==> src/rtl/branch_update_queue_if.sv <==
// rtl/branch_update_queue_if.sv - prediction, resolve, update and statistics signals of the branch update queue
interface branch_update_queue_if #(
    parameter int IDX_W = 11
);
    logic             pred_val;
    logic             pred_rdy;
    logic [IDX_W-1:0] pred_idx;
    logic             pred_taken;
    logic             resolve_val;
    logic             resolve_rdy;
    logic             resolve_taken;
    logic             flush;
    logic             update_en;
    logic             update_val;
    logic [IDX_W-1:0] update_idx;
    logic             mispredict;
    logic [15:0]      num_updates;
    logic [15:0]      num_mispred;

    modport master (
        output pred_val, pred_idx, pred_taken, resolve_val, resolve_taken, flush,
        input  pred_rdy, resolve_rdy, update_en, update_val, update_idx, mispredict,
        input  num_updates, num_mispred
    );

    modport slave (
        input  pred_val, pred_idx, pred_taken, resolve_val, resolve_taken, flush,
        output pred_rdy, resolve_rdy, update_en, update_val, update_idx, mispredict,
        output num_updates, num_mispred
    );
endinterface

==> src/rtl/branch_update_queue.sv <==
// rtl/branch_update_queue.sv - in-flight branch FIFO feeding registered PHT updates on resolve
module branch_update_queue #(
    parameter int DEPTH = 4,
    parameter int IDX_W = 11
) (
    input  logic                  clk,
    input  logic                  reset,
    branch_update_queue_if.slave  bus
);
    localparam int PTR_W = (DEPTH > 1) ? $clog2(DEPTH) : 1;
    localparam int CNT_W = PTR_W + 1;
    localparam logic [CNT_W-1:0] FULL = CNT_W'(DEPTH);

    logic [IDX_W-1:0] idx_mem [DEPTH];
    logic             tkn_mem [DEPTH];

    logic [PTR_W-1:0] head_q, head_d;
    logic [PTR_W-1:0] tail_q, tail_d;
    logic [CNT_W-1:0] count_q, count_d;
    logic             update_en_q, update_en_d;
    logic             update_val_q, update_val_d;
    logic [IDX_W-1:0] update_idx_q, update_idx_d;
    logic             mispredict_q, mispredict_d;
    logic [15:0]      num_updates_q, num_updates_d;
    logic [15:0]      num_mispred_q, num_mispred_d;

    logic             pred_rdy;
    logic             resolve_rdy;
    logic             resolve_fire;
    logic             head_taken;
    logic [IDX_W-1:0] head_idx;
    logic             mis;
    logic             clear;
    logic             enq;

    // Ready flags come only from registered occupancy; a resolve never frees a slot for the same edge.
    assign pred_rdy     = (count_q != FULL);
    assign resolve_rdy  = (count_q != '0);
    assign resolve_fire = bus.resolve_val && resolve_rdy;
    assign head_idx     = idx_mem[head_q];
    assign head_taken   = tkn_mem[head_q];
    assign mis          = resolve_fire && (head_taken != bus.resolve_taken);
    // A mispredict makes every younger entry wrong-path, so it squashes like a flush.
    assign clear        = bus.flush || mis;
    assign enq          = bus.pred_val && pred_rdy && !clear;

    always_comb begin
        head_d        = head_q;
        tail_d        = tail_q;
        count_d       = count_q;
        update_en_d   = resolve_fire;
        mispredict_d  = mis;
        update_val_d  = update_val_q;
        update_idx_d  = update_idx_q;
        num_updates_d = num_updates_q;
        num_mispred_d = num_mispred_q;

        if (clear) begin
            head_d  = '0;
            tail_d  = '0;
            count_d = '0;
        end else begin
            if (enq) begin
                tail_d = tail_q + PTR_W'(1);
            end
            if (resolve_fire) begin
                head_d = head_q + PTR_W'(1);
            end
            unique case ({enq, resolve_fire})
                2'b10:   count_d = count_q + CNT_W'(1);
                2'b01:   count_d = count_q - CNT_W'(1);
                default: count_d = count_q;
            endcase
        end

        if (resolve_fire) begin
            update_val_d = bus.resolve_taken;
            update_idx_d = head_idx;
        end

        // Counters step at the resolve edge so they move together with the update strobe.
        if (resolve_fire && (num_updates_q != 16'hFFFF)) begin
            num_updates_d = num_updates_q + 16'd1;
        end
        if (mis && (num_mispred_q != 16'hFFFF)) begin
            num_mispred_d = num_mispred_q + 16'd1;
        end
    end

    always_ff @(posedge clk or negedge reset) begin
        if (!reset) begin
            head_q        <= '0;
            tail_q        <= '0;
            count_q       <= '0;
            update_en_q   <= 1'b0;
            update_val_q  <= 1'b0;
            update_idx_q  <= '0;
            mispredict_q  <= 1'b0;
            num_updates_q <= '0;
            num_mispred_q <= '0;
        end else begin
            head_q        <= head_d;
            tail_q        <= tail_d;
            count_q       <= count_d;
            update_en_q   <= update_en_d;
            update_val_q  <= update_val_d;
            update_idx_q  <= update_idx_d;
            mispredict_q  <= mispredict_d;
            num_updates_q <= num_updates_d;
            num_mispred_q <= num_mispred_d;
        end
    end

    // Entry storage needs no reset: occupancy alone decides which slots are meaningful.
    always_ff @(posedge clk) begin
        if (enq) begin
            idx_mem[tail_q] <= bus.pred_idx;
            tkn_mem[tail_q] <= bus.pred_taken;
        end
    end

    assign bus.pred_rdy    = pred_rdy;
    assign bus.resolve_rdy = resolve_rdy;
    assign bus.update_en   = update_en_q;
    assign bus.update_val  = update_val_q;
    assign bus.update_idx  = update_idx_q;
    assign bus.mispredict  = mispredict_q;
    assign bus.num_updates = num_updates_q;
    assign bus.num_mispred = num_mispred_q;
endmodule

==> src/flat_wrapper.sv <==
// flat-port wrapper written by rule: the top's interface ports become plain ports
module branch_update_queue_flat 
#(
    parameter int DEPTH = 4,
    parameter int IDX_W = 11
)
  (clk, reset, bus_pred_val, bus_pred_idx, bus_pred_taken, bus_resolve_val, bus_resolve_taken, bus_flush, bus_pred_rdy, bus_resolve_rdy, bus_update_en, bus_update_val, bus_update_idx, bus_mispredict, bus_num_updates, bus_num_mispred);
  branch_update_queue_if #(.IDX_W(IDX_W)) bus_i ();
  input  logic clk;
  input  logic reset;
  input wire logic [$bits(bus_i.pred_val)-1:0] bus_pred_val;
  input wire logic [$bits(bus_i.pred_idx)-1:0] bus_pred_idx;
  input wire logic [$bits(bus_i.pred_taken)-1:0] bus_pred_taken;
  input wire logic [$bits(bus_i.resolve_val)-1:0] bus_resolve_val;
  input wire logic [$bits(bus_i.resolve_taken)-1:0] bus_resolve_taken;
  input wire logic [$bits(bus_i.flush)-1:0] bus_flush;
  output wire logic [$bits(bus_i.pred_rdy)-1:0] bus_pred_rdy;
  output wire logic [$bits(bus_i.resolve_rdy)-1:0] bus_resolve_rdy;
  output wire logic [$bits(bus_i.update_en)-1:0] bus_update_en;
  output wire logic [$bits(bus_i.update_val)-1:0] bus_update_val;
  output wire logic [$bits(bus_i.update_idx)-1:0] bus_update_idx;
  output wire logic [$bits(bus_i.mispredict)-1:0] bus_mispredict;
  output wire logic [$bits(bus_i.num_updates)-1:0] bus_num_updates;
  output wire logic [$bits(bus_i.num_mispred)-1:0] bus_num_mispred;
  assign bus_i.pred_val = bus_pred_val;
  assign bus_i.pred_idx = bus_pred_idx;
  assign bus_i.pred_taken = bus_pred_taken;
  assign bus_i.resolve_val = bus_resolve_val;
  assign bus_i.resolve_taken = bus_resolve_taken;
  assign bus_i.flush = bus_flush;
  assign bus_pred_rdy = bus_i.pred_rdy;
  assign bus_resolve_rdy = bus_i.resolve_rdy;
  assign bus_update_en = bus_i.update_en;
  assign bus_update_val = bus_i.update_val;
  assign bus_update_idx = bus_i.update_idx;
  assign bus_mispredict = bus_i.mispredict;
  assign bus_num_updates = bus_i.num_updates;
  assign bus_num_mispred = bus_i.num_mispred;
  branch_update_queue #(.DEPTH(DEPTH), .IDX_W(IDX_W)) u_core (.clk(clk), .reset(reset), .bus(bus_i));
endmodule
==> config.mk <==
export PLATFORM = sky130hd
export DESIGN_NAME = branch_update_queue_flat
export DESIGN_NICKNAME = d
export VERILOG_FILES = /design/src/rtl/branch_update_queue_if.sv /design/src/rtl/branch_update_queue.sv /design/src/flat_wrapper.sv
export SDC_FILE = /design/constraint.sdc
export NUM_CORES = 1
export LEC_CHECK = 0
export CELL_PAD_IN_SITES_DETAIL_PLACEMENT = 1
export CELL_PAD_IN_SITES_GLOBAL_PLACEMENT = 2
export CORE_UTILIZATION = 37
export DETAILED_ROUTE_END_ITERATION = 10
export GPL_ROUTABILITY_DRIVEN = 0
export GPL_TIMING_DRIVEN = 0
export PLACE_DENSITY_LB_ADDON = 0.2
export SLEW_MARGIN = 20
export SYNTH_ARGS = -nofsm -noshare
export SYNTH_HDL_FRONTEND = slang
export SYNTH_SLANG_ARGS = --single-unit
==> constraint.sdc <==
create_clock -name clk -period 3 [get_ports clk]
set_input_delay 0.6 -clock clk [delete_from_list [all_inputs] [get_ports clk]]
set_output_delay 0.6 -clock clk [all_outputs]
set_load 0.02 [all_outputs]
== Word-level counts from Yosys, hierarchy flattened ==
Memories as Yosys holds them, arrays and structs flattened. A register that Yosys moved wholly into a read port is not among the register bits.
Index checks and enable logic that the tools add are counted.

* Register bits: 42
* RAM bits: 48
* Bits of input ports: 18
* Output and inout bits: 48
* Word-level logic and storage cells: 43
* Memories: 2

{| class="wikitable"
|+ Memory list
! name !! words !! width !! rd ports !! clocked after memory_dff !! wr ports !! RTL line !! text
|-
| u_core.idx_mem || 4 || 11 || 1 || 1 || 1 || branch_update_queue.sv:14 || <nowiki>logic [IDX_W-1:0] idx_mem [DEPTH];</nowiki>
|-
| u_core.tkn_mem || 4 || 1 || 1 || 0 || 1 || branch_update_queue.sv:15 || <nowiki>logic tkn_mem [DEPTH];</nowiki>
|}

* Add/sub/neg operators: 6
* Equality and inequality tests: 6
* Multiplexer cells: 8
* Reductions and logical operators: 13

{| class="wikitable"
|+ Operators by type and width
! kind !! count
|-
| $add A16 B1 Y16 const B || 2
|-
| $ne A16 B16 Y1 const B || 2
|-
| $mux W2 || 4
|-
| $logic_and A1 B1 Y1 || 6
|-
| $pmux W3 S2 || 1
|-
| $reduce_bool A3 Y1 || 2
|-
| $add A2 B1 Y2 const B || 2
|-
| $reduce_bool A2 Y1 || 2
|-
| $add A3 B1 Y3 const B || 1
|-
| $mux W3 || 1
|-
| $ne A3 B3 Y1 const B || 1
|-
| $sub A3 B1 Y3 const B || 1
|-
| $eq A2 B1 Y1 const B || 1
|-
| $eq A2 B2 Y1 const B || 1
|-
| $logic_not A1 Y1 || 2
|-
| $mux W1 || 2
|-
| $logic_or A1 B1 Y1 || 1
|-
| $ne A1 B1 Y1 || 1
|}

== Depth between registers and ports, before layout ==
Gate-level depths: netlist of the first run.

* Depth in word-level cells: 9
* Depth in mapped cells: 11
* Mapped depth without buffers: 10

== Least setup slack after synthesis of the first run ==
Ideal clock, no wire load.

* Path kind: reg-to-reg
* Start point: reg u_core.count_q[1]
* End point: reg u_core.count_q[2]
* Library setup time: 0.124 ns
* Data arrival time: 2.387 ns
* Required time: 2.876 ns
* Setup slack: 0.489 ns
* Cell stages (with the launch flop): 11
* Path buffers: 0
* Clock period less this slack: 2.511 ns
* Path through: dfrtp_1 > o31ai_2 > inv_2 > a31oi_1 > nand2_1 > ha_1 > fa_1 > xnor2_1 > nor2_1 > xnor2_1 > nor2_1

* Cells in the longest elaborated chain, start to end: 9
* Elaborated cells between the ends (all ways): 15
* Classes of those cells: add/sub: 2; eq/ne: 3; mux: 2; reduce/logical: 8

{| class="wikitable"
|+ RTL lines
! item !! RTL line !! text
|-
| start: declaration || branch_update_queue.sv:19 || <nowiki>logic [CNT_W-1:0] count_q, count_d;</nowiki>
|-
| start signal: assignment || branch_update_queue.sv:104 || <nowiki>count_q <= count_d;</nowiki>
|-
| $reduce_bool A3 Y1 || branch_update_queue.sv:38 || <nowiki>assign resolve_rdy = (count_q != '0);</nowiki>
|-
| $logic_and A1 B1 Y1 || branch_update_queue.sv:39 || <nowiki>assign resolve_fire = bus.resolve_val && resolve_rdy;</nowiki>
|-
| $logic_and A1 B1 Y1 || branch_update_queue.sv:42 || <nowiki>assign mis = resolve_fire && (head_taken != bus.resolve_taken);</nowiki>
|-
| $logic_or A1 B1 Y1 || branch_update_queue.sv:44 || <nowiki>assign clear = bus.flush || mis;</nowiki>
|-
| $logic_not A1 Y1 || branch_update_queue.sv:45 || <nowiki>assign enq = bus.pred_val && pred_rdy && !clear;</nowiki>
|-
| $logic_and A1 B1 Y1 || branch_update_queue.sv:45 ||
|-
| $eq A2 B1 Y1 or $eq A2 B2 Y1 (tied branches) || branch_update_queue.sv:69 || <nowiki>unique case ({enq, resolve_fire})</nowiki>
|-
| $pmux W3 S2 || branch_update_queue.sv:69 ||
|-
| $mux W3 || branch_update_queue.sv:58 || <nowiki>if (clear) begin</nowiki>
|}

Parallel ways exist; a longest one is shown, timed or not.
A chain may end at the register's enable or synchronous reset.

== Final worst setup path of the first run ==
* Start point: reg u_core.count_q[1]
* End point: reg u_core.count_q[2]

* Cells in the longest elaborated chain, start to end: 9
* Elaborated cells between the ends (all ways): 15
* Classes of those cells: add/sub: 2; eq/ne: 3; mux: 2; reduce/logical: 8

{| class="wikitable"
|+ RTL lines
! item !! RTL line !! text
|-
| $reduce_bool A3 Y1 * || branch_update_queue.sv:38 ||
|-
| $logic_and A1 B1 Y1 * || branch_update_queue.sv:39 ||
|-
| net u_core.resolve_fire || branch_update_queue.sv:29 || <nowiki>logic resolve_fire;</nowiki>
|-
| $logic_and A1 B1 Y1 || branch_update_queue.sv:42 ||
|-
| $logic_or A1 B1 Y1 || branch_update_queue.sv:44 ||
|-
| $logic_not A1 Y1 || branch_update_queue.sv:45 ||
|-
| $logic_and A1 B1 Y1 || branch_update_queue.sv:45 ||
|-
| $eq A2 B1 Y1 or $eq A2 B2 Y1 (tied branches) || branch_update_queue.sv:69 ||
|-
| $pmux W3 S2 || branch_update_queue.sv:69 ||
|-
| $mux W3 || branch_update_queue.sv:58 ||
|}

Mark *: on every way through the listed nets, which the timed path passes. The rest lies on a longest branch.

==> results.env, run 1 <==
FP.DIEW_UM=109
DIE_AREA_MM2=0.0120
ROUTE.DETAILED.VIAS_PER_INST=4.99
NUMCTSBUFFERS=9
HOLD_VIOL=0
WORST_PIN_SLEW_NS=0.888
PATH_MAX_FANOUT=11
POST-ROUTE-DRC-COUNT=0
DIE_Y_UM=109
GRT_FIRST_PASS_WIRELENGTH_MM=14.3
TIMING.FINAL.CRIT_PERIOD_NS=2.63
CORE_AREA_MM2=0.0110
TCRIT_TCLK_FINAL_PCT=87.8
ANTENNA_VIOL_NETS_FINAL=0
TOTAL_POWER_mW=4.20
POWER-PER-CELL-AREA_mW_PER_MM2=769
CRITICAL-PATH-SLOWEST-CELL='sky130_fd_sc_hd__dfrtp_1'
VDD_DROP_MAX_V=0.000310
CTS_TREE='done'
WORST_SETUP_PATH_END_KIND='flop'
WIRE_PER_INST_UM=16.4
SYNTH_WARNINGS=0
WORSTSETUPSTARTPOINTTYPE='flop'
FINAL_CORE_UTILIZATION_PCT=49.5
FINISH.NET_COUNT=416
POST_SYNTH_EDFFS=48
FLOORPLAN.ROWS=38
STATIC_LEAK_nW=2.23
PLACE.PORT_BUFFERS=65
SYN_TO_FINAL_GROWTH_PCT=27.9
SYNTHESIZED_NETLIST_CELL_COUNT=311
FINAL_LAYOUT_SIZE_SUFFIX_GT1_SHARE_PCT=11.1
GRT_PASS1_VIAS=2758
SYNTHFLOPTYPE='sky130_fd_sc_hd__dfrtp_1'
CRIT_CHAIN='o31ai_4 > inv_2 > clkbuf_2 > ha_1 > fa_1 > xnor2_1 > nor2_1 > xnor2_1 > nor2_1'
GRT_REMAINING_OVERFLOW=0
SYNTHESIZED_AREA_PER_CELL_UM2=13.7
RSZ_0062_RAISED_AFTER_GLOBAL_ROUTING='no'
POST-SYNTH-TOP-AREA-CELL='sky130_fd_sc_hd__edfxtp_1'
POST_SYNTH_NUM_CELL_TYPES=37
NETLIST_TOP_CELLS_COUNT='sky130_fd_sc_hd__dfrtp_1, sky130_fd_sc_hd__nand2_1, sky130_fd_sc_hd__edfxtp_1'
FF2FF_SETUP_SLACK_NS=0.37
NETLIST_TOP_CELLS_AREA='sky130_fd_sc_hd__edfxtp_1, sky130_fd_sc_hd__dfrtp_1, sky130_fd_sc_hd__mux4_2, sky130_fd_sc_hd__xor2_1, sky130_fd_sc_hd__nand2_1'
POSTLAYOUTCELLAREA_MM2=0.00546
CTSLONGESTPATHBUFFERS=2
MAX_CLOCK_FREQ_GHz=0.380
SEQ_AREA_FRAC_SYNTH_PCT=64.9
MAXSLEWHEADROOM_PCT=40.1
INSERTION_DELAY_NS=0.34
R2R-END='u_core.count_q[2]$_DFFE_PN0P_'
CLK_PIN_SLEW_NS=0.07
POST_SYNTHESIS_INSTANCE_AREA_MM2=0.00427
FINAL_COUNT_OF_PINS_VIOLATING_MAX_SLEW=0
WORSTREG2REGSTART='u_core.count_q[1]$_DFFE_PN0P_'
ANTENNA-DIODE-COUNT=0
SYNTH_ASYNC_SR_FLOP_SHARE_PCT=52.5
RUN_STATUS='complete, no violations'
TIMING.FINAL.SETUP_VIOLATIONS=0
PLACE_HPWL_MM=6.12
CTS_HTREE_LEVELS=3
CRITPATHKIND='reg -> reg'
DETAILROUTE.VIA_COUNT=2670
GRT_START_MAX_NET_PINS=45
CLOCK_SINKS=101
GRT_ANTENNA_BEFORE_REPAIR=0
INITIAL_CORE_UTIL_PCT=38.7
SYNTH.MOST_COMMON_CELL='sky130_fd_sc_hd__dfrtp_1'
REG2REGPATHDEPTH=9
CTS.ROOT.BUFFER_CELL='sky130_fd_sc_hd__clkbuf_16'
POSTSYNTHREGISTERBITS=101
CRITICAL-PATH-MAX-STAGE-DELAY_NS=0.46
DETAILED_ROUTE_ITER0_VIOLATIONS=90
MIN_PATH_TYPE='in -> async'
CRIT_BUF_INV=2
CP.REQUIRED_NS=3.22
TRACK_USAGE_PCT=16.3
SYNTHDOMINANTCELLAREASHARE_PCT=33.8
CRITICAL_PATH.TOP_DELAY_FAMILY='adder cells'
DETAILED_PLACE.AREA_MM2=0.00512
DETAIL_ROUTE.FIRST_PASS.ITERATIONS=4
DESIGN.PORTCOUNT=66
POSTSYNTHNETCOUNT=337
CLOCK_SKEW_NS=0.00708
WL_MM=8.79
CRITICAL_PATH_ARRIVAL_NS=2.85
TIMING.MAX_CAP.VIOLATIONS=0
timing repair:
item                       CTS  global route
setup endpoints to repair    1             1
buffers inserted             0             2
pin swaps                    0             1
resized for setup            1             5
hold buffers                 0             0
worst reg2reg max path: stages, from the launching register on:
cell and delay [ns]:
sky130_fd_sc_hd__dfrtp_1 0.46, sky130_fd_sc_hd__o31ai_4 0.42, sky130_fd_sc_hd__inv_2 0.20, sky130_fd_sc_hd__clkbuf_2 0.29
sky130_fd_sc_hd__ha_1 0.31, sky130_fd_sc_hd__fa_1 0.38, sky130_fd_sc_hd__xnor2_1 0.14, sky130_fd_sc_hd__nor2_1 0.12
sky130_fd_sc_hd__xnor2_1 0.14, sky130_fd_sc_hd__nor2_1 0.06
per-layer routing:
metal	share of wire (%)	track usage (%)	up-vias	routed length [um]
li1	-	-	1266	-
met5	0	0	-	0
met3	2.9	2.19	9	253
met4	1.8	7.71	0	155
met2	49	26.6	50	4290
met1	47	21.6	1345	4100
worst max path at each step:
stage	from	end	slack [ns]	cells after the start
detailed placement	bus_resolve_taken	u_core.count_q[2]$_DFFE_PN0P_	-0.31	11
floorplan	u_core.count_q[1]$_DFFE_PN0P_	u_core.count_q[2]$_DFFE_PN0P_	0.49	10
global route	u_core.count_q[1]$_DFFE_PN0P_	u_core.count_q[2]$_DFFE_PN0P_	0.10	9
finish	u_core.count_q[1]$_DFFE_PN0P_	u_core.count_q[2]$_DFFE_PN0P_	0.37	9
CTS	bus_resolve_taken	u_core.count_q[2]$_DFFE_PN0P_	0.04	11
global placement	reset	u_core.bus.num_mispred[3]$_DFFE_PN0P_	-0.52	1
final cells by class:
class	instances	area (um^2)
inverter	9	33.8
timing repair buffer	68	693
multi-input combinational	193	1450
sequential	101	2770
fill	1142	5580
clock inverter	5	62.6
tap	140	175
clock buffer	11	233
buffer	8	45.0
per-stage QoR:
| step | TNS, ns | hold slack [ns] | worst slack [ns] | std cells |
|---|---|---|---|---|
| 2_1_floorplan | 0 | 0.304 | 0.489 | 311 |
| 3_3_place_gp | -29.04 | 0.457 | -0.524 | 516 |
| 3_5_place_dp | -4.12 | 0.464 | -0.312 | 517 |
| 4_1_cts | 0 | 0.0957 | 0.0396 | 533 |
| 5_1_grt | 0 | 0.107 | 0.105 | 535 |
| 6_report | 0 | 0.103 | 0.366 | 535 |
state kept, by name, indices dropped and copies added (netlist names):
register / cells
u_core.idx_mem: 44
u_core.bus.num_mispred: 16
u_core.bus.num_updates: 16
u_core.bus.update_idx: 11
u_core.tkn_mem: 4
u_core.count_q: 3
u_core.head_q: 2
u_core.tail_q: 2
u_core.bus.mispredict: 1
u_core.bus.update_en: 1
u_core.bus.update_val: 1
where the power goes:
part           switching [mW]  internal (mW)  leakage (nW)
Clock                   0.511          0.652         0.136
Combinational           0.641          0.554         0.969
Sequential              0.167           1.67          1.12
Total                    1.32           2.88          2.23
cell usage in the layout, fill, tap and decap left out, types with 3 or more instances in the layout:
cell                              netlist  final
sky130_fd_sc_hd__nor3_1                13     13
sky130_fd_sc_hd__clkbuf_1               4      5
sky130_fd_sc_hd__nand2_1               49     49
sky130_fd_sc_hd__mux2i_1                4      4
sky130_fd_sc_hd__and3_1                 6      6
sky130_fd_sc_hd__nand4_1                5      5
sky130_fd_sc_hd__clkbuf_16              0      9
sky130_fd_sc_hd__nor4_1                 5      5
sky130_fd_sc_hd__dfrtp_1               53     53
sky130_fd_sc_hd__inv_1                  8      8
sky130_fd_sc_hd__edfxtp_1              48     48
sky130_fd_sc_hd__xor2_1                25     25
sky130_fd_sc_hd__clkdlybuf4s50_1        0     63
sky130_fd_sc_hd__a21oi_1                3      3
sky130_fd_sc_hd__and4_1                 4      4
sky130_fd_sc_hd__ha_1                   7      7
sky130_fd_sc_hd__mux2_2                 3      3
sky130_fd_sc_hd__buf_4                  1      4
sky130_fd_sc_hd__nand3_1               11     11
sky130_fd_sc_hd__mux4_2                11     11
sky130_fd_sc_hd__nor2_1                20     20
sky130_fd_sc_hd__xnor2_1                9      9
cells by family (layout without fill, tap and decap cells):
family / after synthesis / after routing / synth area share [%]
AO/OA/AOI/OAI: 8 / 8 / 1.52
XOR/XNOR: 34 / 34 / 6.98
adder cells (fa/ha/maj): 8 / 8 / 2.52
buffers and inverters: 17 / 101 / 1.82
flip-flops: 101 / 101 / 64.9
multiplexers: 19 / 19 / 7.86
AND/OR/NAND/NOR: 124 / 124 / 14.4
Power figures use the tool's default switching activity.
==> run 2: changes to the inputs <==
CTS_CLUSTER_DIAMETER = 60   (was not set)
==> results of run 2 <==
No change in the layout: final DEF, timing and power equal those of run 1.
==> patch: new RTL, config.mk and constraints of run 2 <==
Make the reset (`reset`) synchronous in one clocked block.
--- a/src/rtl/branch_update_queue.sv
+++ b/src/rtl/branch_update_queue.sv
@@ -88,5 +88,5 @@
     end
 
-    always_ff @(posedge clk or negedge reset) begin
+    always_ff @(posedge clk) begin
         if (!reset) begin
             head_q        <= '0;
Formal check against the unedited RTL: differs if reset is asserted again (counterexample within 4 cycles, from zero or initial values and one cycle with reset low); with reset held inactive, the same outputs for 10 cycles.
==> patch against run 2 <==
Routed wire length is 5.6% higher; synthesized cell count is 13% higher; final area is 2.1% lower; setup slack worse by 0.13 ns; die area is 1.3% lower; area after synthesis is 1.3% lower; sequential cell count is 2 higher.
Power is not compared: it rests on default switching activity, and its combinational part moved more than twofold at a synthesized area within 25%.
==> patch: results (changes against run 2) <==
Async SR Flop Fraction 0 (-0.5248); Final HPWL DP 6735 µm (+10%); first-pass GRT wire length 14950 µm (+4.6%); outcome finished clean; cell family with most CP delay buffers and inverters; CP arrival 3.00 ns (+0.15 ns); sequential fraction of the synthesis area 0.6037 (-0.04500); Post-Place Cells 557 (+7.7%); ranking of synthesized cells by area edfxtp_1 (34%), dfxtp_1 (26%), mux4_2 (6.4%), nand2_1 (3.7%), a21oi_1 (3.2%); CP max FO 10 (-1); Hold Crit Class register to register; Final nets 454 (+9.1%); DRT iter0 DRCs 84 (-6.7%); library cells used by synthesis 45 (+22%); Mean Syn Cell Area 11.96 µm² (-13%); origin of the worst setup path bus_resolve_val; Overall Global Routing Usage 0.1702 (+0.007130); Placed Area 0.005037 mm² (-1.6%); routed vias/inst 5.061 (+1.4%); Fillers 1177 (+3.1%); most common flop cell mapped by yosys dfxtp_1; Layout Skew 0.008217 ns (+0.001135 ns); pre-CTS setup slack -0.4236 ns (-0.1115 ns); Slew Limit Headroom 0.4036 (+0.002152); largest net degree at the start of global routing 21 (-53%)
==> patch: cell count changes after synthesis, sizes merged, moves of 11 or more <==
cell	before	now
a21oi	3	28
dfrtp	53	0
dfxtp	0	55
nor2	20	31
xor2	25	8
==> patch: layout make-up <==
| cell class | count | area, µm² | share of cell area |
|---|---|---|---|
| sequential | 103 | 2542 | 0.4760 |
| multi-input combinational | 229 | 1587 | 0.2970 |
| timing repair buffer | 65 | 650.6 | 0.1218 |
| clock buffer | 9 | 225.2 | 0.04216 |
| tap | 140 | 175.2 | 0.03279 |
| clock inverter | 7 | 68.82 | 0.01288 |
| buffer | 11 | 55.05 | 0.01031 |
| inverter | 9 | 37.54 | 0.007027 |
==> patch: cell families after synthesis <==
| family | share of synthesized area |
|---|---|
| AO/OA/AOI/OAI | 0.06863 |
| adder cells (fa/ha/maj) | 0.02555 |
| AND/OR/NAND/NOR | 0.1670 |
| XOR/XNOR | 0.04546 |
| multiplexers | 0.06892 |
| buffers and inverters | 0.02080 |
| flip-flops | 0.6037 |
==> patch: power by group <==
part / switching, mW / internal [mW] / leakage [nW] / total [mW]
sequential: 0.00968 / 1.49 / 0.879 / 1.50
clock: 0.556 / 0.585 / 0.138 / 1.14
combinational: 0.0731 / 0.0592 / 0.667 / 0.132
total: 0.639 / 2.13 / 1.68 / 2.77
==> patch: tightest hold or removal path: cells and delay by family, from the launching register on <==
family | cells | cell delay [ns]
AOI/OAI and AO/OA | 1 | 0.05
DFF | 1 | 0.31
and+or+nand+nor | 1 | 0.05
==> patch: final timing paths <==
kind                                    to  slack, ns  cells past startpoint
setup / recovery         u_core.count_q[2]       0.24                     12
hold / removal    u_core.bus.update_idx[3]       0.46                      2
setup reg to reg         u_core.count_q[2]       0.32                     12
hold reg to reg   u_core.bus.update_idx[3]       0.46                      2
==> patch: routing by layer <==
metal | GRT usage | routed length, µm
met4 | 0.06371 | 90
met5 | 0 | 0
met1 | 0.2039 | 4137
met2 | 0.2988 | 4746
met3 | 0.03706 | 316
